File: src/rtl/pc_trace_uart_pkg.sv
// rtl/pc_trace_uart_pkg.sv - shared constants, TX state type and helpers for the commit-trace UART
package trace_pkg;

  // First byte of every record, lets the host resynchronise on the stream
  localparam logic [7:0] SYNC_BYTE     = 8'hA5;
  // One record is {pc, inst}
  localparam int         REC_W         = 64;
  // SYNC plus 8 payload bytes
  localparam int         BYTES_PER_REC = 9;

  typedef enum logic [1:0] {
    IDLE  = 2'd0,
    START = 2'd1,
    DATA  = 2'd2,
    STOP  = 2'd3
  } tx_state_t;

  // Saturating 16-bit increment used by the drop counter
  function automatic logic [15:0] sat_inc16(input logic [15:0] v);
    return (v == 16'hFFFF) ? v : v + 16'd1;
  endfunction

endpackage

File: src/rtl/pc_trace_uart_if.sv
// rtl/pc_trace_uart_if.sv - CPU-side trace bus: retired pc/inst in, UART line and status out
interface pc_trace_uart_if #(
  parameter int DEPTH_LOG2 = 4
);

  logic [31:0]         pc;
  logic [31:0]         inst;
  logic                trace_en;
  logic                tx;
  logic                hold;
  logic                busy;
  logic                overflow;
  logic [15:0]         drop_cnt;
  logic [DEPTH_LOG2:0] fifo_level;

  // The CPU / board side drives the commit stream and observes status
  modport master (
    output pc, inst, trace_en,
    input  tx, hold, busy, overflow, drop_cnt, fifo_level
  );

  // The trace unit consumes the commit stream and drives status
  modport slave (
    input  pc, inst, trace_en,
    output tx, hold, busy, overflow, drop_cnt, fifo_level
  );

endinterface

File: src/rtl/pc_trace_uart_tx_byte.sv
// rtl/pc_trace_uart_tx_byte.sv - 8N1 byte serialiser with its own baud counter
module uart_tx_byte #(
  parameter int BAUD_DIV = 868
) (
  input  logic       clk_in,
  input  logic       reset,
  input  logic       start,
  input  logic [7:0] data,
  output logic       done,
  output logic       tx
);
  import trace_pkg::*;

  localparam int               CNT_W    = $clog2(BAUD_DIV);
  localparam logic [CNT_W-1:0] CNT_LAST = CNT_W'(BAUD_DIV - 1);

  tx_state_t        state;
  logic [CNT_W-1:0] baud_cnt;
  logic [2:0]       bit_idx;
  logic [7:0]       shifter;
  logic             bit_end;

  assign bit_end = (baud_cnt == CNT_LAST);
  // done fires on the last clock of the stop bit so the next byte can start
  // on the following clock without an idle gap between bytes of a record
  assign done    = (state == STOP) && bit_end;

  // Line level follows the state; idle and stop are both mark (high)
  always_comb begin
    tx = 1'b1;
    case (state)
      START:   tx = 1'b0;
      DATA:    tx = shifter[0];
      default: tx = 1'b1;
    endcase
  end

  // Bit-level sequencing: START -> 8 x DATA (LSB first) -> STOP, each BAUD_DIV clocks
  always_ff @(posedge clk_in) begin
    if (reset) begin
      state    <= IDLE;
      baud_cnt <= '0;
      bit_idx  <= '0;
      shifter  <= '0;
    end else begin
      case (state)
        IDLE: begin
          baud_cnt <= '0;
          if (start) begin
            shifter <= data;
            state   <= START;
          end
        end
        START: begin
          if (bit_end) begin
            baud_cnt <= '0;
            bit_idx  <= '0;
            state    <= DATA;
          end else begin
            baud_cnt <= baud_cnt + 1'b1;
          end
        end
        DATA: begin
          if (bit_end) begin
            baud_cnt <= '0;
            shifter  <= {1'b0, shifter[7:1]};
            if (bit_idx == 3'd7) begin
              state <= STOP;
            end else begin
              bit_idx <= bit_idx + 3'd1;
            end
          end else begin
            baud_cnt <= baud_cnt + 1'b1;
          end
        end
        STOP: begin
          if (bit_end) begin
            baud_cnt <= '0;
            if (start) begin
              shifter <= data;
              state   <= START;
            end else begin
              state <= IDLE;
            end
          end else begin
            baud_cnt <= baud_cnt + 1'b1;
          end
        end
        default: state <= IDLE;
      endcase
    end
  end

endmodule

File: src/rtl/pc_trace_uart.sv
// rtl/pc_trace_uart.sv - commit-trace capture FIFO and 9-byte record sequencer over UART 8N1
module pc_trace_uart #(
  parameter int BAUD_DIV   = 868,
  parameter int DEPTH_LOG2 = 4,
  parameter int STALL_MODE = 0
) (
  input  logic           clk_in,
  input  logic           reset,
  pc_trace_uart_if.slave tif
);
  import trace_pkg::*;

  localparam int         DEPTH     = 1 << DEPTH_LOG2;
  localparam int         PW        = DEPTH_LOG2 + 1;
  localparam logic [3:0] LAST_BYTE = 4'(BYTES_PER_REC - 1);

  logic [REC_W-1:0] mem [DEPTH];
  logic [PW-1:0]    wr_ptr;
  logic [PW-1:0]    rd_ptr;
  logic [PW-1:0]    level;
  logic             full;
  logic             empty;

  logic [31:0]      last_pc;
  logic             last_valid;
  logic             capture;
  logic             pop;
  logic             push;
  logic             drop;
  logic             overflow_q;
  logic [15:0]      drop_cnt_q;

  logic             rec_active;
  logic [3:0]       byte_idx;
  logic [REC_W-1:0] rec_sh;
  logic             byte_start;
  logic [7:0]       byte_data;
  logic             byte_done;
  logic             tx_line;

  // Pointers carry one extra wrap bit so full and empty are distinguishable
  assign level   = wr_ptr - rd_ptr;
  assign empty   = (wr_ptr == rd_ptr);
  assign full    = (wr_ptr[DEPTH_LOG2] != rd_ptr[DEPTH_LOG2]) &&
                   (wr_ptr[DEPTH_LOG2-1:0] == rd_ptr[DEPTH_LOG2-1:0]);

  // A repeated pc (stall or self-jump) is recorded only once
  assign capture = tif.trace_en && (!last_valid || (tif.pc != last_pc));
  // The sequencer only pops between records, when the serialiser is idle
  assign pop     = !rec_active && !empty;
  // A simultaneous pop frees the slot being written, so full+pop still accepts
  assign push    = capture && (!full || pop);
  assign drop    = capture && full && !pop;

  // Capture tracking, FIFO pointers and drop accounting
  always_ff @(posedge clk_in) begin
    if (reset) begin
      wr_ptr     <= '0;
      rd_ptr     <= '0;
      last_pc    <= '0;
      last_valid <= 1'b0;
      overflow_q <= 1'b0;
      drop_cnt_q <= '0;
    end else begin
      if (capture) begin
        last_pc    <= tif.pc;
        last_valid <= 1'b1;
      end
      if (push) begin
        wr_ptr <= wr_ptr + 1'b1;
      end
      if (pop) begin
        rd_ptr <= rd_ptr + 1'b1;
      end
      if (drop) begin
        overflow_q <= 1'b1;
        drop_cnt_q <= sat_inc16(drop_cnt_q);
      end
    end
  end

  // Record storage; contents need no reset because the pointers gate every read
  always_ff @(posedge clk_in) begin
    if (push) begin
      mem[wr_ptr[DEPTH_LOG2-1:0]] <= {tif.pc, tif.inst};
    end
  end

  // Next byte for the serialiser: SYNC on pop, then payload MSB-first on each done
  always_comb begin
    byte_start = 1'b0;
    byte_data  = SYNC_BYTE;
    if (pop) begin
      byte_start = 1'b1;
      byte_data  = SYNC_BYTE;
    end else if (rec_active && byte_done && (byte_idx < LAST_BYTE)) begin
      byte_start = 1'b1;
      byte_data  = rec_sh[REC_W-1 -: 8];
    end
  end

  // Record sequencer: byte_idx counts bytes already started within the record
  always_ff @(posedge clk_in) begin
    if (reset) begin
      rec_active <= 1'b0;
      byte_idx   <= '0;
      rec_sh     <= '0;
    end else if (pop) begin
      rec_active <= 1'b1;
      byte_idx   <= '0;
      rec_sh     <= mem[rd_ptr[DEPTH_LOG2-1:0]];
    end else if (rec_active && byte_done) begin
      if (byte_idx < LAST_BYTE) begin
        byte_idx <= byte_idx + 4'd1;
        rec_sh   <= {rec_sh[REC_W-9:0], 8'h00};
      end else begin
        rec_active <= 1'b0;
      end
    end
  end

  uart_tx_byte #(
    .BAUD_DIV (BAUD_DIV)
  ) u_tx_byte (
    .clk_in (clk_in),
    .reset  (reset),
    .start  (byte_start),
    .data   (byte_data),
    .done   (byte_done),
    .tx     (tx_line)
  );

  assign tif.tx         = tx_line;
  assign tif.hold       = (STALL_MODE != 0) && (level == PW'(DEPTH));
  assign tif.busy       = (level != '0) || rec_active;
  assign tif.overflow   = overflow_q;
  assign tif.drop_cnt   = drop_cnt_q;
  assign tif.fifo_level = level;

endmodule

File: src/flat_wrapper.sv
// flat-port wrapper written by rule: the top's interface ports become plain ports
module pc_trace_uart_flat import trace_pkg::*;
#(
  parameter int BAUD_DIV   = 868,
  parameter int DEPTH_LOG2 = 4,
  parameter int STALL_MODE = 0
)
  (clk_in, reset, tif_pc, tif_inst, tif_trace_en, tif_tx, tif_hold, tif_busy, tif_overflow, tif_drop_cnt, tif_fifo_level);
  pc_trace_uart_if #(.DEPTH_LOG2(DEPTH_LOG2)) tif_i ();
  input  logic clk_in;
  input  logic reset;
  input wire logic [$bits(tif_i.pc)-1:0] tif_pc;
  input wire logic [$bits(tif_i.inst)-1:0] tif_inst;
  input wire logic [$bits(tif_i.trace_en)-1:0] tif_trace_en;
  output wire logic [$bits(tif_i.tx)-1:0] tif_tx;
  output wire logic [$bits(tif_i.hold)-1:0] tif_hold;
  output wire logic [$bits(tif_i.busy)-1:0] tif_busy;
  output wire logic [$bits(tif_i.overflow)-1:0] tif_overflow;
  output wire logic [$bits(tif_i.drop_cnt)-1:0] tif_drop_cnt;
  output wire logic [$bits(tif_i.fifo_level)-1:0] tif_fifo_level;
  assign tif_i.pc = tif_pc;
  assign tif_i.inst = tif_inst;
  assign tif_i.trace_en = tif_trace_en;
  assign tif_tx = tif_i.tx;
  assign tif_hold = tif_i.hold;
  assign tif_busy = tif_i.busy;
  assign tif_overflow = tif_i.overflow;
  assign tif_drop_cnt = tif_i.drop_cnt;
  assign tif_fifo_level = tif_i.fifo_level;
  pc_trace_uart #(.BAUD_DIV(BAUD_DIV), .DEPTH_LOG2(DEPTH_LOG2), .STALL_MODE(STALL_MODE)) u_core (.clk_in(clk_in), .reset(reset), .tif(tif_i));
endmodule
File: config.mk
export PLATFORM = sky130hd
export DESIGN_NAME = pc_trace_uart_flat
export DESIGN_NICKNAME = d
export VERILOG_FILES = /design/src/rtl/pc_trace_uart_pkg.sv /design/src/rtl/pc_trace_uart_if.sv /design/src/rtl/pc_trace_uart_tx_byte.sv /design/src/rtl/pc_trace_uart.sv /design/src/flat_wrapper.sv
export SDC_FILE = /design/constraint.sdc
export NUM_CORES = 1
export LEC_CHECK = 0
export CAP_MARGIN = 20
export CORE_MARGIN = 2
export CORE_UTILIZATION = 40
export CTS_CLUSTER_DIAMETER = 50
export DETAILED_ROUTE_END_ITERATION = 7
export GPL_TIMING_DRIVEN = 0
export PLACE_DENSITY = 0.59
export SLEW_MARGIN = 40
export SYNTH_ARGS = -nofsm -noshare
export SYNTH_HDL_FRONTEND = slang
export SYNTH_HIERARCHICAL = 1
export SYNTH_SLANG_ARGS = --single-unit
File: constraint.sdc
create_clock -name clk_in -period 10 [get_ports clk_in]
set_clock_uncertainty 0.05 [all_clocks]
set_input_delay 2 -clock clk_in [delete_from_list [all_inputs] [get_ports clk_in]]
set_output_delay 2 -clock clk_in [all_outputs]
set_load 0.02 [all_outputs]
# Word level (Yosys, flattened, before mapping)
# Memories as Yosys holds them, arrays and structs flattened. A register that Yosys moved wholly into a read port is not among the register bits.
# Cells that the tools add are included.
# totals
regBits	152
inputBits	67
ramBits	1024
word_cells	104
memories	1
output_inout_bits	25
# classes
n_eq_ne	17
bitwise	1
reduce_logical	32
add_sub_neg	7
mux	32
n_lt_le_gt_ge	1
# mem_list
name	words	width	read_ports	rd_clocked_by_memory_dff	wr	line	source
u_core.mem	16	64	1	1	1	pc_trace_uart.sv:17	logic [REC_W-1:0] mem [DEPTH];
# op_table
cell	count
two-way mux 64 bit	3
two-way mux 8 bit	5
inequality test 32 bit	1
case mux 8 bit (3 select lines)	1
case mux 10 bit (2 select lines)	1
adder 16 x 1 -> 16 bit, second input constant	1
equality test 16 bit, second input constant	1
adder 10 x 1 -> 10 bit, second input constant	1
adder 5 x 1 -> 5 bit, second input constant	2
equality test 10 bit, second input constant	1
two-way mux 10 bit	1
two-way mux 2 bit	5
inequality test 2 bit, second input constant	5
logical AND 1 bit	9
two-way mux 3 bit	3
two-way mux 1 bit	8
two-way mux 4 bit	2
case mux 2 bit (4 select lines)	1
AND reduction 2 bit	4
case mux 3 bit (2 select lines)	1
nonzero test 2 bit	3
equality test 5 bit	1
zero test 1 bit	5
AND reduction 5 bit	1
20 further kinds	24

# Depth between registers and ports, before layout
# depth
ltp_word	9
mapped_depth	15
ltp_nobuf	12

# Modules after synthesis
# Netlist, hierarchy kept.
# modules_own_cells
mod	cells_each	instances	seq_area_each_um2	area_each_um2
pc_trace_uart	2095	1	33412.0	44278.7
uart_tx_byte	131	1	460.4	1288.7

# Least setup slack after synthesis
# No wires, ideal clock.
# synth_path
path_kind	in2reg
from	in tif_trace_en
to	mem u_core.mem[3][0], enable pin
path_stages	4
setup_time_ps	565
arrival_ps	7107
path_buffers	1
setup_slack_ps	2278
required_time_ps	9385
path_cell_list	clkbuf_1 > o41a_1 > nand3_1 > nor3_1
# synth_between
elab_chain_len	4
# synth_rtl
element	line	source
start: declaration	flat_wrapper.sv:14	input wire logic [$bits(tif_i.trace_en)-1:0] tif_trace_en;
logical AND 1 bit	pc_trace_uart.sv:48	assign capture = tif.trace_en && (!last_valid || (tif.pc != last_pc));
logical AND 1 bit	pc_trace_uart.sv:52	assign push = capture && (!full || pop);
two-way mux 1 bit	pc_trace_uart.sv:84	if (push) begin
two-way mux 1 bit (not written as such)	pc_trace_uart.sv:85	mem[wr_ptr[DEPTH_LOG2-1:0]] <= {tif.pc, tif.inst};
end: declaration	pc_trace_uart.sv:17	
# No other way between the ends.

# Worst setup path after layout
# layout_path
from	reg u_core.wr_ptr[0]
to	out tif_busy
# layout_between
elab_chain_len	3
# layout_rtl
element	line	source
start: declaration	pc_trace_uart.sv:18	logic [PW-1:0] wr_ptr;
start signal: assignment	pc_trace_uart.sv:70	wr_ptr <= wr_ptr + 1'b1;
subtractor 5 bit	pc_trace_uart.sv:42	assign level = wr_ptr - rd_ptr;
nonzero test 5 bit	pc_trace_uart.sv:135	assign tif.busy = (level != '0) || rec_active;
logical OR 1 bit	pc_trace_uart.sv:135	
end: declaration	flat_wrapper.sv:17	output wire logic [$bits(tif_i.busy)-1:0] tif_busy;
# No other way between the ends.

==> impl_metrics.yaml <==
global_route:
  grt_max_degree: 27
  grt_usage_pct: 19.7
  grt_pass1_wl_um: 165000
  first_global_vias: 23600
  grt-ovfl-total: 0
  antenna_found_initial: 11
synthesis:
  synth_cell_type_count: 56
  yosysTopAreaCell: "edfxtp_1"
  synth.avg_cell_area_sq_um: 20.5
  syn_nets: 2314
  ys.flop_type: "edfxtp_1"
  synth_edf_count: 1024
  synthCells: 2226
  synth-seq-area-share_pct: 74.3
  synth_area_leaders: "edfxtp_1 (67%), mux4_2 (16%), dfxtp_1 (6.9%)"
  synth-seq-cells: 1180
  async_flop_share_pct: 0
  syn_area_sq_mm: 0.0456
  synth_warnings: 6
  synth_top_area_share_pct: 67.5
die:
  row_count: 123
  start_util_pct: 40.4
  die-area_sq_mm: 0.117
  core_sq_mm: 0.113
  die-height_um: 342
  fp.dieW_um: 342
  io-pin-count: 92
worst_setup_path:
  critPathArrivalTime_ns: 3.43
  required_ns: 7.95
  startpoint_type: "flip-flop"
  cp_max_fo: 5
  startpoint: "u_core/wr_ptr[0]"
  r2r_start: "u_core/u_tx_byte/baud_cnt[0]"
  critical_path_class: "reg2out"
  endpoint_kind: "primary output"
clock_tree:
  path_clk_slew_ns: 0.06
  clock_tree.buffer_depth: 3
  cts_root_buffer: "clkbuf_16"
  ctsHoldBuffers: 0
  cts_buffers: 130
  htree_levels: 4
  postCtsSetupBuffers: 0
  ctsResizeCount: 0
  clk_latency_ns: 0.72
  cts_sinks: 1180
  cts_tree: "yes"
route:
  drtIter0Drc: 2485
  drt_wl_total_um: 114000
  vias: 23300
  vias_per_cell: 5.66
  antenna_left: 0
  wl_per_cell_um: 27.6
  drcViolationCount: 0
  firstDrtPassIters: 7
power_and_ir_drop:
  internal-power_mw: 9.21
  combinationalPowerShare_pct: 18.0
  p_seq_share_pct: 45.4
  p_clk_share_pct: 36.7
  powerDensity_mw_per_mm2: 232
  leakage_nw: 16.9
  p_switching_mw: 3.25
  ir_worst_vdd_mv: 0.184
  power_mw: 12.5
  switching_share_pct: 26.1
sta:
  fin_tns_setup_ns: 0
  final-hold-violation-count: 0
  tightestPinTransition_ns: 0.878
  fmax_mhz: 182
  holdWs_ns: 0.424
  setup_slack_ns: 4.52
  period_share_pct: 54.8
  min_period_ns: 5.48
  relSlewSlack_pct: 41.5
  finalSetupViolations: 0
  drv_slew: 0
  rsz0062_at_grt: "no"
place:
  place_area_sq_mm: 0.0495
  hpwl_um: 73200
  io_buffer_count: 89
  finalWeightedCongestion: 0.863
  dpl_worst_slack_ns: 3.90
job:
  maxCapViolCount: 0
finish:
  fin_area_sq_mm: 0.0536
  drive_above_1_share_pct: 25.9
  regArea_sq_mm: 0.0339
  final_nets: 2599
  fill_cells: 9265
  layout-area-overhead-vs-synth_pct: 17.7
  multi_input_area_sq_mm: 0.0111
  diodes: 0
run_status:
  status: "complete, no violations"
worst_hold_path:
  hold_class: "reg2reg"
  hp-start: "u_core/u_tx_byte/baud_cnt[0]"
Yosys cell counts (18+ instances only):
master,count
nor2b_1,18
clkbuf_1,64
mux2i_1,44
buf_2,29
ha_1,20
xor2_1,34
dfxtp_1,156
nor2_1,83
nand2_1,79
nand3_1,24
mux4_2,320
edfxtp_1,1024
a21oi_1,83
a22oi_1,55
state kept, by name, indices dropped and copies added, names as in the netlist, named ones only:
signal,count
u_core/byte_idx,4
u_core/u_tx_byte/baud_cnt,10
u_core/u_tx_byte/shifter,8
u_core/mem,1024
u_core/last_valid,1
u_core/u_tx_byte/state,2
u_core/rec_sh,64
u_core/last_pc,32
u_core/rd_ptr,5
u_core/tif.drop_cnt,16
u_core/tif.overflow,1
u_core/rec_active,1
u_core/u_tx_byte/bit_idx,3
u_core/wr_ptr,5
per-layer routing:
layer	global-route usage, %	vias up	share of wire [%]
li1	-	9746	-
met1	27.8	12500	43
met2	31.7	807	49
met3	3.93	171	6.3
met4	4.60	18	1.7
met5	0	-	0.092
area by class of cell:
class                           count  area share [%]
Sequential cell                  1180            63.2
Multi-Input combinational cell    908            20.8
Clock buffer                      162            6.53
Timing Repair Buffer              153            3.67
Tap cell                         1500            3.50
Buffer                            122            1.16
Clock inverter                     70            1.08
Inverter                           16           0.112
worst max-delay path, stage by stage (launching register included):
cell	delay, ns
dfxtp_1	0.44
inv_1	0.13
ha_1	0.21
inv_1	0.08
fa_1	0.46
or4_1	0.51
or3_1	0.33
clkdlybuf4s50_1	0.55
cells by family after synthesis:
| kind of cell | synth area share, % |
|---|---|
| simple gates | 3.07 |
| flops | 74.3 |
| fa+ha+maj | 0.593 |
| buf+inv | 1.43 |
| compound gates | 2.50 |
| mux | 17.1 |
| other cells | 0.00823 |
| xor+xnor | 0.961 |
power groups by stage:
stage               Clock, mW  Sequential (mW)  Combinational (mW)
finish                   4.57             5.65                2.24
global route             4.86             5.66                2.40
CTS                      4.68             5.65                2.27
detailed placement          0             5.75                2.26
global placement            0             5.75                2.20
floorplan                   0             5.69                1.51
cells in the final DEF, fill, tap and decap left out, types with 8 or more instances in the layout:
master,synthesis,final
mux4_2,320,320
nand4_1,13,13
nor3_1,14,13
buf_12,2,32
buf_1,16,8
edfxtp_1,1024,1024
dfxtp_1,156,156
a21oi_1,83,83
clkinv_1,0,21
buf_16,0,9
nor4_1,8,8
xor2_1,34,34
inv_1,15,15
a22oi_1,55,55
clkdlybuf4s50_1,0,88
inv_6,0,10
or3_1,13,13
nor2b_1,18,16
and3_4,0,12
clkbuf_16,0,135
buf_4,6,18
o21ai_0,9,9
nor2_1,83,80
ha_1,20,20
clkbuf_1,64,72
xnor2_1,16,16
and2_1,9,9
nand3_1,24,24
mux2i_1,44,44
buf_2,29,43
clkbuf_2,0,17
clkinv_2,0,23
nand2_1,79,79
path summary, 6_finish.rpt:
path	to	slack (ns)	cells past startpoint
setup / recovery	tif_busy	4.52	7
hold / removal	u_core/u_tx_byte/baud_cnt[0]	0.42	1
setup reg to reg	u_core/u_tx_byte/shifter[7]	5.96	15
hold reg to reg	u_core/u_tx_byte/baud_cnt[0]	0.42	1
metrics by stage:
stage	cells	util [%]
after floorplan	2226	-
after global placement	3815	42.8
after detailed placement	3877	43.9
after CTS	4109	47.5
after global routing	4111	47.5
final	4111	47.5
No activity file was read; power rests on OpenSTA's default activity.
